### src/rtl/llsc_reservation_arbiter.sv
// LL/SC reservation arbiter: round-robin selection of one atomic-relevant op
// per cycle, per-requester reservations with optional lifetime, and a
// registered atomic status returned one cycle after acceptance.
module llsc_reservation_arbiter #(
    parameter int unsigned N_REQ    = 2,
    parameter int unsigned ADDR_W   = 32,
    parameter int unsigned LIFETIME = 1023
) (
    input  logic                          clk,
    input  logic                          rst_n,
    input  logic [N_REQ-1:0]              req_valid,
    output logic [N_REQ-1:0]              req_ready,
    input  logic [2*N_REQ-1:0]            req_op,
    input  logic [ADDR_W*N_REQ-1:0]       req_addr,
    output logic                          resp_valid,
    output logic [$clog2(N_REQ)-1:0]      resp_id,
    output logic [1:0]                    resp_atomic,
    output logic [N_REQ-1:0]              resv_valid
);

    localparam int unsigned ID_W  = $clog2(N_REQ);
    localparam int unsigned CNT_W = (LIFETIME > 1) ? $clog2(LIFETIME + 1) : 1;
    localparam int unsigned WA_W  = ADDR_W - 2;

    localparam logic [1:0] OP_LL = 2'b00;
    localparam logic [1:0] OP_SC = 2'b01;
    localparam logic [1:0] OP_SW = 2'b10;

    localparam logic [1:0] AT_NOT  = 2'b00;
    localparam logic [1:0] AT_PASS = 2'b01;
    localparam logic [1:0] AT_FAIL = 2'b10;

    logic [ID_W-1:0]  rr_ptr;
    logic [WA_W-1:0]  resv_addr [N_REQ];
    logic [CNT_W-1:0] resv_cnt  [N_REQ];

    logic             grant_any;
    logic [ID_W-1:0]  grant_id;
    logic [ID_W-1:0]  rr_ptr_nxt;
    logic [1:0]       g_op;
    logic [WA_W-1:0]  g_waddr;
    logic [N_REQ-1:0] match;
    logic [N_REQ-1:0] valid_nxt;
    logic [WA_W-1:0]  addr_nxt  [N_REQ];
    logic [CNT_W-1:0] cnt_nxt   [N_REQ];
    logic [1:0]       atomic_nxt;
    logic             addr_lsb_unused;

    // Round-robin grant starting the search at rr_ptr
    always_comb begin
        int unsigned idx;
        idx       = 0;
        grant_any = 1'b0;
        grant_id  = '0;
        req_ready = '0;
        for (int unsigned k = 0; k < N_REQ; k++) begin
            idx = (32'(rr_ptr) + k) % N_REQ;
            if (!grant_any && req_valid[ID_W'(idx)]) begin
                grant_any = 1'b1;
                grant_id  = ID_W'(idx);
            end
        end
        if (grant_any) begin
            req_ready[grant_id] = 1'b1;
        end
        rr_ptr_nxt = (grant_id == ID_W'(N_REQ - 1)) ? '0 : grant_id + ID_W'(1);
    end

    // Select the granted op and its word address
    always_comb begin
        int unsigned gsel;
        gsel    = 32'(grant_id);
        g_op    = req_op[2*gsel +: 2];
        g_waddr = req_addr[ADDR_W*gsel + 2 +: WA_W];
        addr_lsb_unused = 1'b0;
        for (int unsigned i = 0; i < N_REQ; i++) begin
            addr_lsb_unused = addr_lsb_unused ^ (^req_addr[ADDR_W*i +: 2]);
        end
    end

    // Reservation next state: lifetime expiry first, then the granted op
    always_comb begin
        valid_nxt  = resv_valid;
        atomic_nxt = AT_NOT;
        match      = '0;
        for (int unsigned i = 0; i < N_REQ; i++) begin
            addr_nxt[i] = resv_addr[i];
            cnt_nxt[i]  = resv_cnt[i];
            match[i]    = resv_valid[i] && (resv_addr[i] == g_waddr);
            if (LIFETIME != 0 && resv_valid[i]) begin
                cnt_nxt[i] = resv_cnt[i] - CNT_W'(1);
                if (resv_cnt[i] == CNT_W'(1)) begin
                    valid_nxt[i] = 1'b0;
                end
            end
        end
        if (grant_any) begin
            case (g_op)
                OP_LL: begin
                    valid_nxt[grant_id] = 1'b1;
                    addr_nxt[grant_id]  = g_waddr;
                    cnt_nxt[grant_id]   = CNT_W'(LIFETIME);
                end
                OP_SC: begin
                    if (match[grant_id]) begin
                        atomic_nxt = AT_PASS;
                        valid_nxt  = valid_nxt & ~match;
                    end else begin
                        atomic_nxt          = AT_FAIL;
                        valid_nxt[grant_id] = 1'b0;
                    end
                end
                OP_SW: begin
                    valid_nxt = valid_nxt & ~match;
                end
                default: ;
            endcase
        end
    end

    // State and response registers with synchronous reset
    always_ff @(posedge clk) begin
        if (!rst_n) begin
            rr_ptr      <= '0;
            resp_valid  <= 1'b0;
            resp_id     <= '0;
            resp_atomic <= AT_NOT;
            resv_valid  <= '0;
            for (int unsigned i = 0; i < N_REQ; i++) begin
                resv_addr[i] <= '0;
                resv_cnt[i]  <= '0;
            end
        end else begin
            if (grant_any) begin
                rr_ptr <= rr_ptr_nxt;
            end
            resp_valid  <= grant_any;
            resp_id     <= grant_id;
            resp_atomic <= atomic_nxt;
            resv_valid  <= valid_nxt;
            for (int unsigned i = 0; i < N_REQ; i++) begin
                resv_addr[i] <= addr_nxt[i];
                resv_cnt[i]  <= cnt_nxt[i];
            end
        end
    end

endmodule

### config.mk
export PLATFORM = sky130hd
export DESIGN_NAME = llsc_reservation_arbiter
export DESIGN_NICKNAME = d
export VERILOG_FILES = /design/src/rtl/llsc_reservation_arbiter.sv
export SDC_FILE = /design/constraint.sdc
export NUM_CORES = 1
export LEC_CHECK = 0
export ABC_CLOCK_PERIOD_IN_PS = 2390
export CELL_PAD_IN_SITES_DETAIL_PLACEMENT = 1
export CELL_PAD_IN_SITES_GLOBAL_PLACEMENT = 1
export CORE_MARGIN = 10
export CORE_UTILIZATION = 40
export DETAILED_ROUTE_END_ITERATION = 16
export GPL_TIMING_DRIVEN = 0
export PLACE_DENSITY_LB_ADDON = 0.1
export SLEW_MARGIN = 20
export SYNTH_ARGS = -nofsm -noshare
export SYNTH_HDL_FRONTEND = slang
export SYNTH_SLANG_ARGS = --single-unit
### constraint.sdc
create_clock -name clk -period 2.39 [get_ports clk]
set_input_delay 0.3585 -clock clk [delete_from_list [all_inputs] [get_ports clk]]
set_output_delay 0.3585 -clock clk [all_outputs]
set_load 0.02 [all_outputs]
==> results of run 1 <==
power groups by stage:
| stage | sequential [mW] | combinational, mW | clock (mW) |
|---|---|---|---|
| 3_3_place_gp | 1.68 | 0.931 | 0 |
| 2_1_floorplan | 1.67 | 0.554 | 0 |
| 3_5_place_dp | 1.69 | 0.958 | 0 |
| 5_1_grt | 1.69 | 1.13 | 1.52 |
| 6_report | 1.68 | 1.05 | 1.45 |
| 4_1_cts | 1.67 | 0.995 | 1.46 |
cell families after synthesis:
family | share of synthesized area, %
xor gates and xnor gates | 7.38
DFF | 34.1
adders and majority gates | 0.981
muxes | 1.96
buffers and inverters | 7.43
and+or+nand+nor | 22.6
AOI/OAI and AO/OA | 25.6
final cells by class:
cell class	instances	area, sq um	share of cell area [%]
Timing Repair Buffer	82	835	12.5
Multi-Input combinational cell	496	3150	47.1
Tap cell	172	215	3.22
Sequential cell	87	1740	26.1
Clock inverter	3	43.8	0.656
Buffer	38	258	3.86
Clock buffer	12	246	3.69
Inverter	50	193	2.88
metrics by stage:
stage / cell area, sq um / hold WS [ns]
after global routing: 6680 / 0.457
after floorplan: 5100 / 0.436
after detailed placement: 6060 / 0.459
after global placement: 6060 / 0.445
after CTS: 6490 / 0.419
final: 6680 / 0.433
per-layer routing:
| layer | vias up | track usage (%) | wire length [um] |
|---|---|---|---|
| met2 | 273 | 43.5 | 11200 |
| met5 | - | 0 | 0 |
| li1 | 2590 | - | - |
| met3 | 76 | 6.25 | 1860 |
| met1 | 2766 | 30.6 | 9590 |
| met4 | 0 | 12.5 | 1030 |
worst min-delay path: stages:
cell,delay [ns]
buf_4,0.15
nand3_1,0.12
a311oi_1,0.10
sequential cells by signal (all words and copies together), names as in the netlist:
| signal | cells |
|---|---|
| resp_id | 1 |
| resv_addr | 60 |
| resp_atomic | 2 |
| resv_cnt | 20 |
| resv_valid | 2 |
| resp_valid | 1 |
| rr_ptr | 1 |
final timing paths:
check / endpoint / cells after the start / slack [ns] / from
worst max register to register: resp_atomic[1] / 9 / -0.09 / resv_valid[0]
worst min-delay path: resv_addr[0][10] / 3 / 0.43 / req_valid[1]
worst min register to register: resv_addr[0][39] / 2 / 0.47 / resv_addr[0][39]
worst max-delay path: resp_atomic[1] / 11 / -0.19 / req_addr[52]
cells in the mapped netlist (11+ instances only):
master     n  area (sq um)
a211oi_1  14           105
clkbuf_1  22          82.6
nor2_1    64           240
nor4_1    15          93.8
nor3_1    11          55.1
nand2_1   83           312
xor2_1    16           140
a21oi_1   55           275
nand3_1   22           110
xnor2_1   27           236
o21ai_0   31           155
inv_1     48           180
dfxtp_1   87          1740
o22ai_1   14          87.6
what timing repair did:
| item | CTS | global route |
|---|---|---|
| resized for setup | 35 | 44 |
| setup buffers | 4 | 3 |
| pin swaps | 7 | 7 |
| setup endpoints to repair | 74 | 58 |
| cloned | 0 | 1 |
==> metrics.yaml, run 1 <==
run_status:
  run_status: "complete, but fails checks"
  failed_checks: "negative setup slack"
logic_synthesis:
  synth_seq_cells: 87
  synth.yosys.seq_area_share_pct: 34.1
  synth_cell_type_count: 65
  syn_avg_cell_area_sq_um: 7.58
  synth_warnings: 0
  synth-edff-count: 0
  synthesized_nets: 749
  synthesis.area_sq_um: 5100
  yosys_most_used_dff: "dfxtp_1"
  syn-instance-count: 673
  async_reset_ff_share_pct: 0
die:
  initial_utilization_pct: 40.6
  fp.dieArea_sq_um: 17700
  rows: 41
  dieHeight_um: 133
  pin_count: 80
  chipWidth_um: 133
  core_outline_area_sq_um: 12600
sta:
  timing.final.hold_violations: 0
  drv_slew: 0
  setup_viol: 4
  timing.final.crit_share_pct: 108
  final.min_clock_period_ns: 2.58
  timing.max_slew.rel_slack_pct: 44.0
  setup_slack_ns: -0.192
  setup_repair_after_global_routing_missed_its_margin: "true"
  timing_worst_slew_pin_value_ns: 0.840
  clock_skew_ns: 0.00896
  total_negative_setup_slack_ns: -0.478
  fmax_ghz: 0.387
cells_and_area:
  mostFrequentLayoutCells: "dfxtp_1 (86), nand2_1 (83), clkdlybuf4s50_1 (72)"
  post_route_cells_drive_above_1_share_pct: 10.5
  final.fill_count: 1546
  final_core_utilization_pct: 53.2
  post_layout_nonfiller_instances: 940
  diode_insertion_count_for_antenna_repair: 0
  nets: 840
  final_common_cell: "dfxtp_1"
  area.growth.synth_to_final_pct: 30.9
cts:
  numCtsBuffers: 9
  clockBufferDepth: 2
  cts-htree-levels: 3
  cts.clk_slew.worst_paths_ns: 0.06
  cts_tree: "done"
  clk_latency_ns: 0.35
  clock_sinks: 87
  cts_root_buf: "clkbuf_16"
  hold_buffers: 0
power_and_ir_drop:
  cellLeakagePower_nw: 2.39
  internal-power_mw: 2.84
  vdd.ir_drop.worst_uv: 337
  p_total_mw: 4.18
  swShare_pct: 32.1
  power.sequential.fraction_pct: 40.0
  power.net_switching_mw: 1.34
  power_density_nw_per_um2: 626
  power.combinational.fraction_pct: 25.2
  clock_power_share_pct: 34.8
routing:
  remaining_drc_errors: 0
  detailedRoute.firstPassIterationCount: 5
  post_route_ant_nets: 0
  via_per_inst: 6.07
  detail_route.iter0.violations: 380
  totalWireLength_um: 23700
  routedWlPerCell_um: 25.2
  num_vias: 5705
placement:
  place.detailed.instances: 919
  io_buffers: 74
  dp_slack_ns: -0.924
  dp_hpwl_um: 17700
  gpl.final_weighted_congestion: 1.01
global_route:
  number_of_antenna_violations_at_the_first_check_in_global_routing: 0
  vias_in_the_first_global_route: 5915
  grt_util_all_layers_pct: 26.0
  grt_pass1_wl_um: 35300
  grt_start_max_net_pins: 14
  globalRoute.totalOverflow: 0
min_path:
  timing.hold.worst.class: "input port to flip-flop"
worst_setup_path:
  critical_path.n_buffers_inverters: 3
  critical-path-top-delay-family: "buffers and inverters"
  cp_data_arrival_time_ns: 2.82
  timing.critical_path.cells: "clkdlybuf4s50_1 -> nand2b_1 -> o221ai_1 -> nor4_2 -> buf_4 -> a22oi_1 -> a21oi_1 -> nand4_1 -> buf_4 -> mux2i_1 -> nor2_1"
  critical-path-top-cell-by-count: "buf_4"
  endpoint_kind: "flip-flop"
  worst-path-max-fanout: 4
  crit_required_ns: 2.62
  critical_path_class: "input port to flip-flop"
  slowest_delay_ns: 0.54
  critPathLaunchType: "input port"
  crit_slowest_cell: "clkdlybuf4s50_1"
run:
  max_cap_violations: 0
No activity file was read; power rests on OpenSTA's default activity.
==> run 2: changes to the inputs <==
--- a/config.mk
+++ b/config.mk
@@ -5,13 +5,13 @@
 export SDC_FILE = /design/constraint.sdc
 export NUM_CORES = 1
 export LEC_CHECK = 0
+export ABC_AREA = 1
 export ABC_CLOCK_PERIOD_IN_PS = 2390
 export CELL_PAD_IN_SITES_DETAIL_PLACEMENT = 1
 export CELL_PAD_IN_SITES_GLOBAL_PLACEMENT = 1
 export CORE_MARGIN = 10
-export CORE_UTILIZATION = 40
+export CORE_UTILIZATION = 38
 export DETAILED_ROUTE_END_ITERATION = 16
-export GPL_TIMING_DRIVEN = 0
 export PLACE_DENSITY_LB_ADDON = 0.1
 export SLEW_MARGIN = 20
 export SYNTH_ARGS = -nofsm -noshare
==> constraint.sdc (replaced) <==
create_clock -name clk -period 2.39 [get_ports clk]
set_input_delay 0.717 -clock clk [delete_from_list [all_inputs] [get_ports clk]]
set_output_delay 0.717 -clock clk [all_outputs]
set_load 0.02 [all_outputs]
==> run 2 against run 1 <==
Net effect:
- the flow now finishes without violations
- flip-flop and latch count unchanged
- sequential share of layout area fell by 2.3 points
- routed wire length down 12%
- fmax is 8.9% higher
- sequential power barely moved
- critical path depth down 5
- combinational power is 15% higher
- clock skew decreased by 0.0041 ns
- critical path type is now input port to primary output
==> metrics.yaml, run 2 <==
cells_and_area:
  registers.top_by_ff_count: "resv_addr"
  reg.largest.list: "resv_addr (60), resv_cnt (20)"
  final_common_cell: "nand2_1"
  mostFrequentLayoutCells: "nand2_1 (218), inv_1 (120), dfxtp_1 (86)"
  nets: 1069
  seq_area_sq_um: 1740
  area.growth.synth_to_final_pct: 33.9
  post_layout_nonfiller_instances: 1178
  final_core_utilization_pct: 52.5
  multiInputGateArea_sq_um: 3100
  diode_insertion_count_for_antenna_repair: 0
  final.fill_count: 1883
  largest_register_ffs: 60
  post_route_cells_drive_above_1_share_pct: 14.8
run:
  max_cap_violations: 0
die:
  pin_count: 80
  rows: 43
  fp.dieArea_sq_um: 19600
  core_outline_area_sq_um: 14000
  chipWidth_um: 140
  initial_utilization_pct: 39.2
  dieHeight_um: 140
routing:
  routedWlPerCell_um: 17.8
  num_vias: 6133
  detailedRoute.firstPassIterationCount: 5
  totalWireLength_um: 21000
  post_route_ant_nets: 0
  remaining_drc_errors: 0
  detail_route.iter0.violations: 314
  via_per_inst: 5.21
cts:
  clock_sinks: 87
  hold_buffers: 0
  cts_tree: "done"
  clockBufferDepth: 2
  cts_root_buf: "clkbuf_16"
  cts.clk_slew.worst_paths_ns: 0.06
  clk_latency_ns: 0.35
  numCtsBuffers: 9
  cts-htree-levels: 3
logic_synthesis:
  synthesized_nets: 951
  synth_cell_type_count: 36
  syn_avg_cell_area_sq_um: 6.26
  yosys-top-cells-area: "dfxtp_1 (32%), nand2_1 (16%), inv_1 (8.2%), nand3_1 (7.9%), a21oi_1 (6.2%)"
  synth.yosys.seq_area_share_pct: 31.8
  synth_top_cell_by_area: "dfxtp_1"
  synth-edff-count: 0
  async_reset_ff_share_pct: 0
  synth_largest_type_area_fraction_pct: 31.8
  synthesis.area_sq_um: 5480
  synth_warnings: 0
  synth_seq_cells: 87
  synth_most_common_cell: "nand2_1"
  synth_commonest_cells: "nand2_1 (230), inv_1 (120), dfxtp_1 (87), nand3_1 (86), nor2_1 (76)"
  yosys_most_used_dff: "dfxtp_1"
  syn-instance-count: 875
worst_setup_path:
  endpoint_kind: "primary output"
  critical_path_class: "input port to primary output"
  critPathLaunchType: "input port"
  crit_required_ns: 1.67
  cp_data_arrival_time_ns: 1.65
  regToRegSetupSlack_ns: 0.14
  worst-path-max-fanout: 6
global_route:
  number_of_antenna_violations_at_the_first_check_in_global_routing: 0
  grt_pass1_wl_um: 33100
  grt_start_max_net_pins: 47
  globalRoute.totalOverflow: 0
  vias_in_the_first_global_route: 6567
  grt_util_all_layers_pct: 20.4
placement:
  dp_hpwl_um: 15000
  gpl.final_weighted_congestion: 0.864
  place.detailed.instances: 1152
  io_buffers: 75
sta:
  timing.final.crit_share_pct: 99.2
  fmax_ghz: 0.422
  timing_worst_slew_pin_value_ns: 0.592
  drv_slew: 0
  setup_repair_after_global_routing_missed_its_margin: "true"
  timing.max_slew.rel_slack_pct: 60.0
  final.min_clock_period_ns: 2.37
  timing.final.hold_violations: 0
  setup_viol: 0
  clock_skew_ns: 0.00482
  total_negative_setup_slack_ns: 0
min_path:
  timing.hold.worst.class: "flip-flop to flip-flop"
run_status:
  run_status: "finished clean"
power_and_ir_drop:
  cellLeakagePower_nw: 3.46
  power_density_nw_per_um2: 584
  vdd.ir_drop.worst_uv: 376
==> run 2: routing by layer <==
metal	part of all wire, %	global-route usage [%]	vias up
li1	-	-	3047
met1	44	24.3	2940
met2	50	36.1	118
met3	4.4	3.62	28
met4	1.6	6.03	0
met5	0	0	-
==> run 2: stage by stage <==
| step | hold slack, ns | total power [mW] | worst slack [ns] | cell area [sq um] |
|---|---|---|---|---|
| finish | 0.466 | 4.29 | 0.0185 | 7340 |
| global route | 0.508 | 4.52 | -0.0643 | 7340 |
| CTS | 0.468 | 4.29 | 0.0169 | 7240 |
| detailed placement | 0.460 | 2.80 | -0.685 | 6810 |
| global placement | 0.452 | 2.73 | -0.592 | 6810 |
| floorplan | 0.444 | 2.32 | 0.240 | 5480 |
==> run 2: final timing paths <==
check,from,to,cells past startpoint
setup reg to reg,rr_ptr,resv_valid[1],16
hold reg to reg,resv_cnt[0][17],resv_cnt[0][17],2
setup / recovery,req_valid[1],req_ready[0],6
hold / removal,resv_cnt[0][17],resv_cnt[0][17],2
==> run 2: kinds of logic after synthesis <==
kind of cell	share of synthesized area (%)
compound gates	15.2
xor+xnor	0.639
fa+ha+maj	0.913
buf+inv	13.0
flops	31.8
simple gates	38.4
==> run 2: area by class of cell <==
| class | count | share of cell area [%] |
|---|---|---|
| multi-input cells | 623 | 42.2 |
| repair buffers | 145 | 20.5 |
| clock inverters | 4 | 0.614 |
| clock buffers | 12 | 3.36 |
| well taps | 180 | 3.07 |
| inverters | 127 | 6.50 |
| flip-flops and latches | 87 | 23.7 |
==> run 2: critical path, stage by stage <==
cell and delay (ns):
buf_6 0.16, inv_1 0.11, o21bai_1 0.22, a21oi_2 0.07, nor2_1 0.16, buf_2 0.20
==> run 2: repair_timing <==
action / CTS / global route
gates resized for setup: 23 / 19
endpoints found under the hold margin: 0 / 0
gates cloned: 3 / 2
setup endpoints to repair: 38 / 11
setup buffers: 3 / 2
pin swaps: 5 / 6
==> run 2: report_power, final <==
group | internal (mW) | switching (mW) | total [mW]
combinational | 0.523 | 0.688 | 1.21
sequential | 1.56 | 0.0862 | 1.65
clock | 0.835 | 0.593 | 1.43
==> run 3: changes to the inputs <==
--- a/config.mk
+++ b/config.mk
@@ -6,11 +6,11 @@
 export NUM_CORES = 1
 export LEC_CHECK = 0
 export ABC_AREA = 1
-export ABC_CLOCK_PERIOD_IN_PS = 2390
+export ABC_CLOCK_PERIOD_IN_PS = 2150
 export CELL_PAD_IN_SITES_DETAIL_PLACEMENT = 1
 export CELL_PAD_IN_SITES_GLOBAL_PLACEMENT = 1
 export CORE_MARGIN = 10
-export CORE_UTILIZATION = 38
+export CORE_UTILIZATION = 35
 export DETAILED_ROUTE_END_ITERATION = 16
 export PLACE_DENSITY_LB_ADDON = 0.1
 export SLEW_MARGIN = 20
==> constraint.sdc (replaced) <==
create_clock -name clk -period 2.15 [get_ports clk]
set_input_delay 0.645 -clock clk [delete_from_list [all_inputs] [get_ports clk]]
set_output_delay 0.645 -clock clk [all_outputs]
set_load 0.02 [all_outputs]
==> run 3 against run 2 <==
Net effect:
- clock skew increased by 0.0044 ns
- flip-flop and latch count unchanged
- cell count increased by 2.1%
- critical path type is now input port to flip-flop
- global-route usage decreased by 0.84 points
- total power increased by 18%
- critical endpoint is now resv_valid[1]
- non-clock buffer count decreased by 6
- largest cell class unchanged
- register-to-register slack got worse by 0.10 ns
- combinational power increased by 16%
- cell area increased by 4.2%
- routed wire length increased by 1.5%
- via count increased by 0.59%
- critical path depth increased by 8
==> metrics.yaml, run 3 (synthesis gave the netlist of run 2 again) <==
run_status:
  run_status: "finished clean"
power_and_ir_drop:
  p_total_mw: 5.07
  power.combinational.fraction_pct: 27.7
  power_density_nw_per_um2: 663
  cellLeakagePower_nw: 3.51
  power.net_switching_mw: 1.59
  clock_power_share_pct: 36.2
  power.sequential.fraction_pct: 36.1
  internal-power_mw: 3.48
  vdd.ir_drop.worst_uv: 375
  swShare_pct: 31.4
cts:
  clk_latency_ns: 0.35
  clock_sinks: 87
  clockBufferDepth: 2
  cts_root_buf: "clkbuf_16"
  numCtsBuffers: 9
  cts-htree-levels: 3
  cts.clk_slew.worst_paths_ns: 0.07
  hold_buffers: 0
  cts_tree: "done"
worst_setup_path:
  regToRegStartpoint: "rr_ptr"
  worst-path-max-fanout: 4
  ff2ff_path_depth: 17
  rr_endpoint: "resv_valid[1]"
  critPathLaunchType: "input port"
  critical_path_class: "input port to flip-flop"
  endpoint_kind: "flip-flop"
  crit_required_ns: 2.40
  cp_data_arrival_time_ns: 2.37
  regToRegSetupSlack_ns: 0.04
die:
  fp.dieArea_sq_um: 21100
  rows: 45
  dieHeight_um: 145
  core_outline_area_sq_um: 15300
  initial_utilization_pct: 35.9
  pin_count: 80
  chipWidth_um: 145
routing:
  detail_route.iter0.violations: 331
  via_per_inst: 5.13
  totalWireLength_um: 21300
  detailedRoute.firstPassIterationCount: 4
  post_route_ant_nets: 0
  routedWlPerCell_um: 17.7
  num_vias: 6169
  remaining_drc_errors: 0
sta:
  fmax_ghz: 0.471
  setup_repair_after_global_routing_missed_its_margin: "true"
  drv_slew: 0
  timing.max_slew.rel_slack_pct: 60.4
  timing.final.hold_violations: 0
  total_negative_setup_slack_ns: 0
  fin_worst_hold_slack_ns: 0.481
  clock_skew_ns: 0.00920
  final.min_clock_period_ns: 2.12
  timing_worst_slew_pin_value_ns: 0.586
  timing.final.crit_share_pct: 98.7
  setup_viol: 0
global_route:
  grt_start_max_net_pins: 49
  number_of_antenna_violations_at_the_first_check_in_global_routing: 0
  vias_in_the_first_global_route: 6536
  globalRoute.totalOverflow: 0
  grt_util_all_layers_pct: 19.5
  grt_pass1_wl_um: 34000
cells_and_area:
  diode_insertion_count_for_antenna_repair: 0
  reg.largest.list: "resv_addr (60), resv_cnt (20)"
  final_common_cell: "nand2_1"
  registers.top_by_ff_count: "resv_addr"
  final.fill_count: 1976
  final_core_utilization_pct: 50.1
  post_route_cells_drive_above_1_share_pct: 18.8
  largest_register_ffs: 60
  area.growth.synth_to_final_pct: 39.6
  mostFrequentLayoutCells: "nand2_1 (196), inv_1 (120), dfxtp_1 (86)"
  nets: 1063
min_path:
  min_delay_path_depth: 2
  timing.hold.worst.class: "flip-flop to flip-flop"
  holdPathEnd: "resv_cnt[0][17]"
  holdCritStartpoint: "resv_cnt[0][17]"
placement:
  io_buffers: 75
  gpl.final_weighted_congestion: 0.868
  dp_hpwl_um: 15100
run:
  max_cap_violations: 0
run 3: cell count changes in the layout (fill, tap and decap cells not counted), sizes merged:
cell	previous run	this run
buf	72	65
dlygate4sd2	0	1
bufinv	1	3
clkdlybuf4s50	71	69
clkbuf	14	11
clkdlybuf4s15	0	1
bufbuf	0	1
dlymetal6s2s	0	1
run 3: worst max-delay path by stage:
stage	cells after the start	slack [ns]	endpoint	from
final	14	0.03	resv_valid[1]	req_addr[45]
after floorplan	11	0.07	resv_addr[0][5]	req_valid[1]
after detailed placement	17	-0.84	resv_valid[1]	req_valid[0]
after CTS	18	0.02	resv_valid[1]	req_valid[0]
after global placement	16	-0.78	resv_valid[1]	req_valid[0]
after global routing	18	-0.13	resv_valid[1]	rr_ptr
run 3: final cells by class:
class                   count  area (sq um)  share of cell area, %
clock buffers              10           229                   2.99
clock inverters             6           109                   1.42
inverters                 127           479                   6.26
multi-input cells         623          3310                   43.2
flip-flops and latches     87          1750                   22.8
well taps                 211           264                   3.45
repair buffers            139          1520                   19.8
run 3: power by group through the flow:
stage	Clock, mW	Combinational [mW]	Sequential, mW
floorplan	0	0.732	1.85
CTS	1.86	1.36	1.83
finish	1.84	1.40	1.83
detailed placement	0	1.24	1.86
global route	1.94	1.56	1.84
global placement	0	1.19	1.85
run 3: critical path, cell delays in order:
cell and delay (ns):
clkdlybuf4s50_1 0.43, nand3b_2 0.22, nand2_1 0.16, o21ai_1 0.09, nor2_2 0.14, nand2_1 0.08
nor2_1 0.09, nand2_1 0.09, nor2_4 0.13, nand2_2 0.07, nand2_1 0.05, nand3_1 0.06
nand2_1 0.08, inv_1 0.04
run 3: layer usage:
layer	routed length [um]	track usage, %	vias up
met5	0	0	-
met4	195	4.35	0
met3	889	3.23	14
met2	10600	34.2	115
met1	9660	24.4	2998
li1	-	-	3042
run 3: per-stage QoR:
step | std cells | area, sq um | setup slack, ns
after CTS | 1200 | 7470 | 0.0156
after global routing | 1203 | 7650 | -0.126
after floorplan | 875 | 5480 | 0.0724
after global placement | 1176 | 6780 | -0.778
final | 1203 | 7650 | 0.0289
after detailed placement | 1176 | 6780 | -0.841
run 3: what timing repair did:
| item | in CTS | in global routing |
|---|---|---|
| pin swaps | 20 | 22 |
| resized for setup | 68 | 41 |
| setup buffers | 3 | 2 |
| endpoints found under the setup margin | 84 | 10 |
| gates cloned | 5 | 1 |
